### config.mk
export PLATFORM = sky130hd
export DESIGN_NAME = product_accumulator
export DESIGN_NICKNAME = d
export VERILOG_FILES = /design/src/rtl/product_accumulator_pkg.sv /design/src/rtl/product_accumulator_sat_adder.sv /design/src/rtl/product_accumulator.sv
export SDC_FILE = /design/constraint.sdc
export NUM_CORES = 1
export LEC_CHECK = 0
export CORE_MARGIN = 10
export CORE_UTILIZATION = 50
export DETAILED_ROUTE_END_ITERATION = 8
export PLACE_DENSITY = 0.79
export SETUP_SLACK_MARGIN = 0.3
export SLEW_MARGIN = 20
export SYNTH_ARGS = -nofsm -noshare
export SYNTH_HDL_FRONTEND = slang
export SYNTH_HIERARCHICAL = 1
export SYNTH_SLANG_ARGS = --single-unit
### constraint.sdc
create_clock -name clk -period 2.45 [get_ports clk]
set_input_delay 0.3675 -clock clk [delete_from_list [all_inputs] [get_ports clk]]
set_output_delay 0.3675 -clock clk [all_outputs]
set_load 0.01 [all_outputs]
### src/rtl/product_accumulator_pkg.sv
// Shared definitions for the MAC datapath stages: FSM state encoding,
// default block geometry and the product width coming from the multiplier.
package product_accumulator_pkg;

    // Collect products while in RUN; present the finished sum while in DONE.
    typedef enum logic {
        ST_RUN  = 1'b0,
        ST_DONE = 1'b1
    } state_t;

    // Default MAC datapath geometry.
    localparam int DEF_TERMS = 4;
    localparam int DEF_ACC_W = 12;

    // The upstream 4x4 array multiplier produces 8-bit unsigned products.
    localparam int PROD_W = 8;

    // Largest value representable by an ACC_W-bit unsigned accumulator.
    function automatic logic [63:0] acc_max(input int acc_w);
        return (64'd1 << acc_w) - 64'd1;
    endfunction

endpackage

### src/rtl/product_accumulator_sat_adder.sv
// Saturating unsigned adder: ACC_W-bit accumulator plus 8-bit product.
// Clamps to all-ones on carry-out and reports the overflow. It forms the
// combinational next-acc logic and is shared with later MAC stages.
module sat_adder
    import product_accumulator_pkg::*;
#(
    parameter int ACC_W = DEF_ACC_W
) (
    input  logic [ACC_W-1:0]  acc,
    input  logic [PROD_W-1:0] prod,
    output logic [ACC_W-1:0]  result,
    output logic              overflow
);

    // One extra bit catches the carry out of the accumulator width.
    localparam int PAD = ACC_W + 1 - PROD_W;

    logic [ACC_W:0] wide_sum;

    // Widen both operands, add, and clamp on carry-out.
    always_comb begin
        wide_sum = {1'b0, acc} + {{PAD{1'b0}}, prod};
        overflow = wide_sum[ACC_W];
        result   = overflow ? {ACC_W{1'b1}} : wide_sum[ACC_W-1:0];
    end

endmodule

### src/rtl/product_accumulator.sv
// Sums blocks of TERMS 8-bit products into a saturating ACC_W-bit
// accumulator. The product input and the block-sum output each use a
// valid/ready handshake. A finished sum is held until the consumer accepts
// it. prod_ready depends only on registered state and clear, and sum_valid
// is the registered DONE state, so no combinational path runs from either
// valid input to the opposite ready output.
module product_accumulator
    import product_accumulator_pkg::*;
#(
    parameter int TERMS = DEF_TERMS,
    parameter int ACC_W = DEF_ACC_W
) (
    input  logic              clk,
    input  logic              rst,
    input  logic              clear,
    input  logic [PROD_W-1:0] prod_in,
    input  logic              prod_valid,
    output logic              prod_ready,
    output logic [ACC_W-1:0]  sum,
    output logic              sum_valid,
    input  logic              sum_ready,
    output logic              sat
);

    localparam int CNT_W = $clog2(TERMS + 1);

    state_t           state;
    state_t           next_state;
    logic [ACC_W-1:0] acc;
    logic [ACC_W-1:0] add_result;
    logic             add_ovf;
    logic [CNT_W-1:0] count;
    logic             sat_reg;
    logic             accept;
    logic             last_term;

    // A product transfers only when the handshake completes. The count
    // reaches TERMS-1 just before the final term of a block is accepted.
    assign accept    = prod_valid && prod_ready;
    assign last_term = (count == CNT_W'(TERMS - 1));

    sat_adder #(
        .ACC_W (ACC_W)
    ) u_sat_adder (
        .acc      (acc),
        .prod     (prod_in),
        .result   (add_result),
        .overflow (add_ovf)
    );

    // State register. Reset returns the block to collecting products.
    always_ff @(posedge clk or posedge rst) begin
        if (rst) begin
            state <= ST_RUN;
        end else begin
            state <= next_state;
        end
    end

    // Next state. clear overrides both the product and the sum handshakes.
    always_comb begin
        next_state = state;
        if (clear) begin
            next_state = ST_RUN;
        end else begin
            case (state)
                ST_RUN:  if (accept && last_term) next_state = ST_DONE;
                ST_DONE: if (sum_ready)           next_state = ST_RUN;
                default: next_state = ST_RUN;
            endcase
        end
    end

    // FSM outputs. These come from registered state and clear only.
    always_comb begin
        prod_ready = (state == ST_RUN) && !clear;
        sum_valid  = (state == ST_DONE);
    end

    // Accumulator, term counter and sticky saturation flag.
    always_ff @(posedge clk or posedge rst) begin
        if (rst) begin
            acc     <= '0;
            count   <= '0;
            sat_reg <= 1'b0;
        end else if (clear) begin
            acc     <= '0;
            count   <= '0;
            sat_reg <= 1'b0;
        end else if (state == ST_DONE) begin
            // Hold the sum stable under back-pressure. Start fresh once it is taken.
            if (sum_ready) begin
                acc     <= '0;
                sat_reg <= 1'b0;
            end
        end else if (accept) begin
            acc     <= add_result;
            sat_reg <= sat_reg | add_ovf;
            count   <= last_term ? '0 : count + CNT_W'(1);
        end
    end

    assign sum = acc;
    assign sat = sat_reg;

endmodule

==> impl_metrics.toml, run 1 <==
[timing]
tightestPinTransition_ps = 1120
setup_viol = 0
finalSetupTns_ps = 0
hold_viol = 0
fin_crit_ps = 2090
rsz0062_at_grt = "false"
relSlewSlack_pct = 25.7
post-route-period-util_pct = 85.4
final.setup.worst_slack_ps = 358
skew_ps = 4.75
max_freq_mhz = 478
drv_slew = 0

[cts]
ctsRootBufferMaster = "clkbuf_4"
clkLatencyLatePin_ps = 290
cts_buffers = 3
ctsHoldBuffers = 0
cts_sinks = 17
cts_buffer_depth = 2
htree_num_levels = 1
path_clk_slew_ps = 110
cts_tree = "yes"

[placed_design]
postPlaceCellArea_mm2 = 0.00157
dp_cells = 183
place_ws_ps = -106
port_buffers = 27
dp_hpwl_mm = 2.44
gp_congestion = 0.792

[yosys]
synthesis.area_mm2 = 0.00124
syn_avg_cell_area_um2 = 9.77
synth-edff-count = 0
synth_top_cell_by_area = "dfrtp_1"
ys_ff_latch = 17
synthTopCellsByArea = "dfrtp_1 34%, a32o_1 9.7%, ha_1 9.1%"
synth.distinct_cells = 39
postSynthCellCount = 127
yosys.area.top_type_share_pct = 34.3
yosysMostFrequentCell = "dfrtp_1"
ys_seq_area_share_pct = 34.3
synth_common_cells = "17 x dfrtp_1, 14 x a21oi_1, 12 x a32o_1"
yosysWarnings = 6
synthesis.nets = 150
ys.flop_type = "dfrtp_1"
synthArstFlopShare_pct = 100

[die]
start_util_pct = 54.0
io_pins = 28
rows = 17
die_y_um = 69.8
core_mm2 = 0.00230
die_area_mm2 = 0.00488
die_x_um = 69.8

[detailed_routing]
ant_nets = 0
wire_per_inst_um = 17.0
firstDrtPassIters = 4
drc = 0
routed_wl_mm = 3.22
vias = 1140
drtIter0Drc = 99
routed_via_density = 6.03

[global_routing]
grt_max_degree = 18
antenna_found_initial = 0
grt-ovfl-total = 0
grt_pass1_wl_mm = 5.58
grt_use_total_pct = 13.2
grt_pass1_vias = 1213

[min_path]
hold_class = "input port to flop"

[finish]
syn_to_final_growth_pct = 31.7
layout-drive-gt1-share_pct = 14.3
fin_nets = 185
largest_reg_flops = 12
n_antenna_cell = 0
final_area_mm2 = 0.00163
final_cells = 189
nFillCells = 179

[critical_path]
cp-start-kind = "flop"
worst_setup_path_end_kind = "flop"
crit_type = "flop to flop"
cp_max_fo = 3
r2r_setup_slack_ps = 360
arrival_ps = 2290
crit_required_ps = 2650

[power_and_ir_drop]
p_leak_nw = 0.732
p_per_area_mw_per_mm2 = 499
peakVddDrop_uv = 386

[flow_run]
drv_cap = 0

[run_status]
status = "finished, final reports clean"
==> critical path: stages, from the launching register on <==
cell      delay, ps
dfrtp_1         420
ha_4            180
fa_2            380
a211oi_4        230
o211ai_2        120
nand4_1         150
mux2_4          310
a32o_1          200
==> through the flow <==
stage | total power [W] | utilization [%] | hold WS (ps)
5_1_grt | 0.000870 | 71.1 | 499
4_1_cts | 0.000815 | 70.7 | 476
3_3_place_gp | 0.000637 | 68.2 | 530
2_1_floorplan | 0.000534 | - | 294
6_report | 0.000816 | 71.1 | 453
3_5_place_dp | 0.000645 | 68.2 | 533
==> metal layers <==
| layer | vias up | track usage, % | wire [µm] |
|---|---|---|---|
| met1 | 553 | 15.7 | 1390 |
| met4 | 0 | 4.35 | 17 |
| li1 | 556 | - | - |
| met3 | 2 | 3.28 | 215 |
| met2 | 29 | 22.2 | 1600 |
| met5 | - | 0 | 0 |
==> layout by cell type (no fill, tap or decap), drive strengths merged, types with 2 or more instances in the layout <==
| cell type | netlist | final |
|---|---|---|
| a21o | 2 | 2 |
| ha | 9 | 9 |
| clkbuf | 1 | 3 |
| nor2 | 2 | 2 |
| inv | 6 | 6 |
| buf | 4 | 8 |
| nor3 | 2 | 2 |
| dfrtp | 17 | 17 |
| o211ai | 5 | 5 |
| a32o | 12 | 12 |
| xnor2 | 3 | 3 |
| o21ai | 6 | 6 |
| nand2 | 9 | 9 |
| xor2 | 2 | 2 |
| nand4bb | 2 | 2 |
| nor2b | 2 | 2 |
| nand3 | 3 | 3 |
| nand4 | 2 | 2 |
| and3 | 2 | 2 |
| clkdlybuf4s50 | 0 | 25 |
| nand2b | 7 | 7 |
| a211oi | 2 | 2 |
| a21oi | 14 | 14 |
==> where the power goes <==
part           internal, W  leakage (nW)  switching [W]
Sequential        0.000302         0.231      0.0000227
Clock            0.0000607        0.0177      0.0000960
Combinational     0.000168         0.483       0.000167
==> layout make-up <==
class | count | area (µm²) | area share, %
inverter | 6 | 22.5 | 1.38
tap | 28 | 35.0 | 2.14
sequential | 17 | 425 | 26.0
multi-input combinational | 99 | 792 | 48.5
clock inverter | 1 | 5.00 | 0.306
timing repair buffer | 35 | 332 | 20.3
clock buffer | 3 | 22.5 | 1.38
==> repair_timing <==
item                       4_1_cts  5_1_grt
pin swaps                        5        3
buffers inserted                 2        0
setup endpoints to repair        1        5
resized for setup                4        2
==> kinds of logic (layout without fill, tap and decap cells) <==
family,Yosys count,count (layout),synth area share (%)
flip-flops,17,17,34.3
XOR/XNOR,5,5,3.53
AO/OA/AOI/OAI,47,47,28.3
buffers and inverters,11,45,4.44
AND/OR/NAND/NOR,35,35,17.0
adder cells (fa/ha/maj),10,10,10.7
multiplexers,2,2,1.71
==> final timing paths <==
path / from / depth (start not counted) / endpoint
worst max-delay path: sum[0] / 7 / sum[10]
worst min-delay path: clear / 2 / sum_valid
worst max register to register: sum[0] / 7 / sum[10]
worst min register to register: count[2] / 2 / count[2]
max in group asynchronous: rst / 2 / sum[7]
min in group asynchronous: rst / 2 / count[1]
Note: power is estimated with default switching activity, not from simulation.
==> run 2, diff against run 1 <==
--- a/config.mk
+++ b/config.mk
@@ -5,10 +5,11 @@
 export SDC_FILE = /design/constraint.sdc
 export NUM_CORES = 1
 export LEC_CHECK = 0
+export CORE_ASPECT_RATIO = 0.5
 export CORE_MARGIN = 10
-export CORE_UTILIZATION = 50
+export CORE_UTILIZATION = 45
 export DETAILED_ROUTE_END_ITERATION = 8
-export PLACE_DENSITY = 0.79
+export PLACE_DENSITY = 0.75
 export SETUP_SLACK_MARGIN = 0.3
 export SLEW_MARGIN = 20
 export SYNTH_ARGS = -nofsm -noshare
==> constraint.sdc (replaced) <==
create_clock -name clk -period 1.8 [get_ports clk]
set_input_delay 0.27 -clock clk [delete_from_list [all_inputs] [get_ports clk]]
set_output_delay 0.27 -clock clk [all_outputs]
set_load 0.01 [all_outputs]
==> impl_metrics.toml, run 2 (synthesis results as in run 1) <==
[global_routing]
grt-ovfl-total = 0
grt_use_total_pct = 16.2
grt_max_degree = 13
grt_pass1_vias = 1449
antenna_found_initial = 0
grt_pass1_wl_mm = 7.05

[critical_path]
max_stage_delay_ps = 400
crit_buf_inv = 0
cp-start-kind = "flop"
crit_type = "flop to flop"
crit_required_ps = 1950
cp_top_family = "compound AO/OA/AOI/OAI gates"
arrival_ps = 2300
path_cells = "ha_2 > fa_2 > a211oi_4 > o211ai_2 > nand4_1 > mux2_4 > a32o_1"
cp_max_fo = 3
worst_setup_path_end_kind = "flop"
r2r_setup_slack_ps = -350
cpMaxStageDelayCell = "dfrtp_1"

[power_and_ir_drop]
switchingPower_w = 0.000465
power.share.sequential_pct = 32.5
power_frac_clock_pct = 23.1
cellInternalPower_w = 0.000878
p_leak_nw = 0.951
p_per_area_mw_per_mm2 = 697
peakVddDrop_uv = 371
share_comb_of_total_power_pct = 44.4
swShare_pct = 34.6

[die]
core_mm2 = 0.00262
start_util_pct = 47.4
die_y_um = 57.1
rows = 13
die_area_mm2 = 0.00539
io_pins = 28
die_x_um = 94.3

[placed_design]
postPlaceCellArea_mm2 = 0.00178
place_ws_ps = -582
dp_hpwl_mm = 2.84
gp_congestion = 0.844
port_buffers = 27

[timing]
rsz0062_at_grt = "true"
relSlewSlack_pct = 39.8
finalSetupTns_ps = -3530
skew_ps = 1.49
fin_crit_ps = 2150
timing.hold.ws_ps = 231
drv_slew = 0
max_freq_mhz = 465
setup_viol = 13
post-route-period-util_pct = 119
tightestPinTransition_ps = 900
final.setup.worst_slack_ps = -349
hold_viol = 0

[cts]
cts_buffers = 3
path_clk_slew_ps = 70
cts_sinks = 17
cts_tree = "yes"
htree_num_levels = 1
clkLatencyLatePin_ps = 260
ctsRootBufferMaster = "clkbuf_8"
cts_buffer_depth = 2

[detailed_routing]
vias = 1331
routed_via_density = 5.76
wire_per_inst_um = 17.8
drtIter0Drc = 137
ant_nets = 0
routed_wl_mm = 4.11
firstDrtPassIters = 4
drc = 0

[finish]
n_antenna_cell = 0
final_common_cell = "buf_4"
final_area_mm2 = 0.00193
largest_reg_flops = 12
syn_to_final_growth_pct = 55.2
layout_common_cells = "41 x buf_4, 14 x dfrtp_1, 14 x dlygate4sd2_1"
fin_nets = 218
fin_util_pct = 73.6
layout-drive-gt1-share_pct = 34.5

[flow_run]
drv_cap = 0

[min_path]
hold_class = "input port to asynchronous set/reset pin"

[run_status]
violations = "setup timing"
status = "finished with violations"
==> run 2: what timing repair did <==
item / CTS / global route
cloned: 0 / 0
pin swaps: 4 / 2
setup buffers: 9 / 0
endpoints found under the hold margin: 0 / 0
hold buffers: 0 / 0
endpoints found under the setup margin: 27 / 15
gates resized for setup: 25 / 7
==> run 2: cell type report <==
type                       instances  area, µm²
clock buffer                       3       41.3
fill                             192        692
tap                               37       46.3
timing repair buffer              68        558
inverter                           6       22.5
sequential                        17        429
multi-input combinational         99        822
clock inverter                     1       7.51
==> run 2: worst paths after layout <==
check                      startpoint         to  depth (start not counted)
max                            sum[0]    sum[10]                          7
min                               rst     sum[2]                          2
max reg2reg                    sum[0]    sum[10]                          7
min reg2reg                  count[2]   count[2]                          2
max in group asynchronous         rst  sum_valid                          3
min in group clk                clear        sat                          3
==> run 2: stage by stage <==
stage / cells / total power [W]
after floorplan: 127 / 0.000727
after global placement: 218 / 0.000977
after detailed placement: 218 / 0.000996
after CTS: 231 / 0.00132
after global routing: 231 / 0.00143
final: 231 / 0.00134
==> run 2: per-layer routing <==
metal,share of wire (%),global-route usage (%),vias up
met1,42,17.5,660
met5,0,0,-
li1,-,-,618
met4,1.7,5.38,0
met3,5.6,4.82,9
met2,51,29.6,44
==> run 2: power by group through the flow <==
| stage | combinational, W | clock, W | sequential (W) |
|---|---|---|---|
| 2_1_floorplan | 0.000272 | 0 | 0.000455 |
| 3_3_place_gp | 0.000536 | 0 | 0.000441 |
| 3_5_place_dp | 0.000551 | 0 | 0.000444 |
| 4_1_cts | 0.000571 | 0.000316 | 0.000436 |
| 5_1_grt | 0.000650 | 0.000337 | 0.000441 |
| 6_report | 0.000597 | 0.000310 | 0.000437 |
==> run 3, diff against run 2 <==
--- a/config.mk
+++ b/config.mk
@@ -6,7 +6,6 @@
 export NUM_CORES = 1
 export LEC_CHECK = 0
 export CORE_ASPECT_RATIO = 0.5
-export CORE_MARGIN = 10
 export CORE_UTILIZATION = 45
 export DETAILED_ROUTE_END_ITERATION = 8
 export PLACE_DENSITY = 0.75
==> impl_metrics.toml, run 3 (synthesis results as in run 1) <==
[run_status]
status = "finished with violations"
violations = "setup timing"

[timing]
final.setup.worst_slack_ps = -376
setup_viol = 13
max_freq_mhz = 460
timing.hold.ws_ps = 330
tightestPinTransition_ps = 1130
hold_viol = 0
relSlewSlack_pct = 24.8
post-route-period-util_pct = 121
drv_slew = 0
skew_ps = 5.45
fin_crit_ps = 2180
rsz0062_at_grt = "true"

[critical_path]
cp_max_fo = 3
path_cells = "ha_2 > fa_2 > a211oi_2 > o211ai_2 > nand4_1 > mux2_4 > a32o_1"
cp_top_family = "compound AO/OA/AOI/OAI gates"
r2r_setup_slack_ps = -380
crit_required_ps = 1950
max_stage_delay_ps = 390
crit_type = "flop to flop"
cpMaxStageDelayCell = "dfrtp_1"
cp-start-kind = "flop"
r2r_end = "sum[10]"
crit_buf_inv = 0
arrival_ps = 2330
reg2reg_from = "sum[0]"
r2r.worst_path.cells = 7
worst_setup_path_end_kind = "flop"

[detailed_routing]
wire_per_inst_um = 15.6
routed_wl_mm = 3.55
drtIter0Drc = 60
firstDrtPassIters = 4
vias = 1279
routed_via_density = 5.61
drc = 0
ant_nets = 0

[global_routing]
grt_max_degree = 18
grt_pass1_wl_mm = 5.75
grt_use_total_pct = 26.1
grt_pass1_vias = 1218
grt-ovfl-total = 0
antenna_found_initial = 0

[finish]
layout_common_cells = "34 x buf_4, 15 x dfrtp_1, 14 x clkdlybuf4s50_1"
largest_reg_flops = 12
final_common_cell = "buf_4"
n_antenna_cell = 0
syn_to_final_growth_pct = 55.0
final_area_mm2 = 0.00192
fin_nets = 215
fin_util_pct = 73.9
final_cells = 228
nFillCells = 182
layout-drive-gt1-share_pct = 35.6

[cts]
cts_buffers = 3
cts_sinks = 17
path_clk_slew_ps = 80
htree_num_levels = 1
cts_tree = "yes"
ctsRootBufferMaster = "clkbuf_8"
clkLatencyLatePin_ps = 260
cts_buffer_depth = 2

[placed_design]
port_buffers = 27
postPlaceCellArea_mm2 = 0.00177
gp_congestion = 0.883
dp_hpwl_mm = 2.43
dp_cells = 217

[die]
die_x_um = 76.3
core_mm2 = 0.00260
start_util_pct = 47.7
die_area_mm2 = 0.00298
rows = 13
die_y_um = 39.1
io_pins = 28

[min_path]
hold_class = "input port to asynchronous set/reset pin"

[power_and_ir_drop]
peakVddDrop_uv = 507
p_per_area_mw_per_mm2 = 693
p_leak_nw = 0.955

[flow_run]
drv_cap = 0
## run 3: worst max path at each step
stage | start | end | slack [ps] | cells after the start
global placement | prod_in[0] | sum[10] | -520 | 8
CTS | sum[0] | sum[10] | -300 | 7
detailed placement | prod_in[0] | sum[10] | -590 | 8
finish | sum[0] | sum[10] | -380 | 7
floorplan | sum[0] | sum[10] | -290 | 7
global route | sum[0] | sum[10] | -440 | 7
## run 3: cell type report
cell class / instances / area (µm²) / area share (%)
inverter: 6 / 22.5 / 1.17
sequential: 17 / 428 / 22.2
clock inverter: 1 / 7.51 / 0.390
timing repair buffer: 65 / 558 / 29.0
tap: 37 / 46.3 / 2.41
multi-input combinational: 99 / 821 / 42.7
clock buffer: 3 / 41.3 / 2.15
## run 3: timing repair
action / in CTS / in global routing
setup endpoints to repair: 26 / 15
buffers inserted: 5 / 2
pin swaps: 6 / 1
hold buffers: 0 / 0
resized for setup: 29 / 7
## run 3: where the power goes
part	switching, W	leakage, nW	internal (W)	total [W]
combinational	0.000279	0.706	0.000310	0.000589
sequential	0.0000225	0.228	0.000412	0.000434
clock	0.000153	0.0217	0.000156	0.000309
total	0.000454	0.955	0.000878	0.00133
## run 3: per-layer routing
metal  track usage [%]  vias up  wire length, µm
met2              45.3       43             1630
met3              6.35        2              194
met1              34.0      614             1720
li1                  -      620                -
met5                 0        -                0
met4              4.81        0                6
## run 3: tightest hold or removal path: stages
cell and delay, ps:
clkdlybuf4s50_1 400, inv_1 60, buf_4 240
## run 3: per-stage QoR
step | setup TNS [ps] | worst slack [ps] | power, W
final | -3500 | -376 | 0.00133
after CTS | -2580 | -305 | 0.00131
after global routing | -4450 | -444 | 0.00142
after detailed placement | -6740 | -592 | 0.000980
after global placement | -5870 | -518 | 0.000968
after floorplan | -1600 | -287 | 0.000727
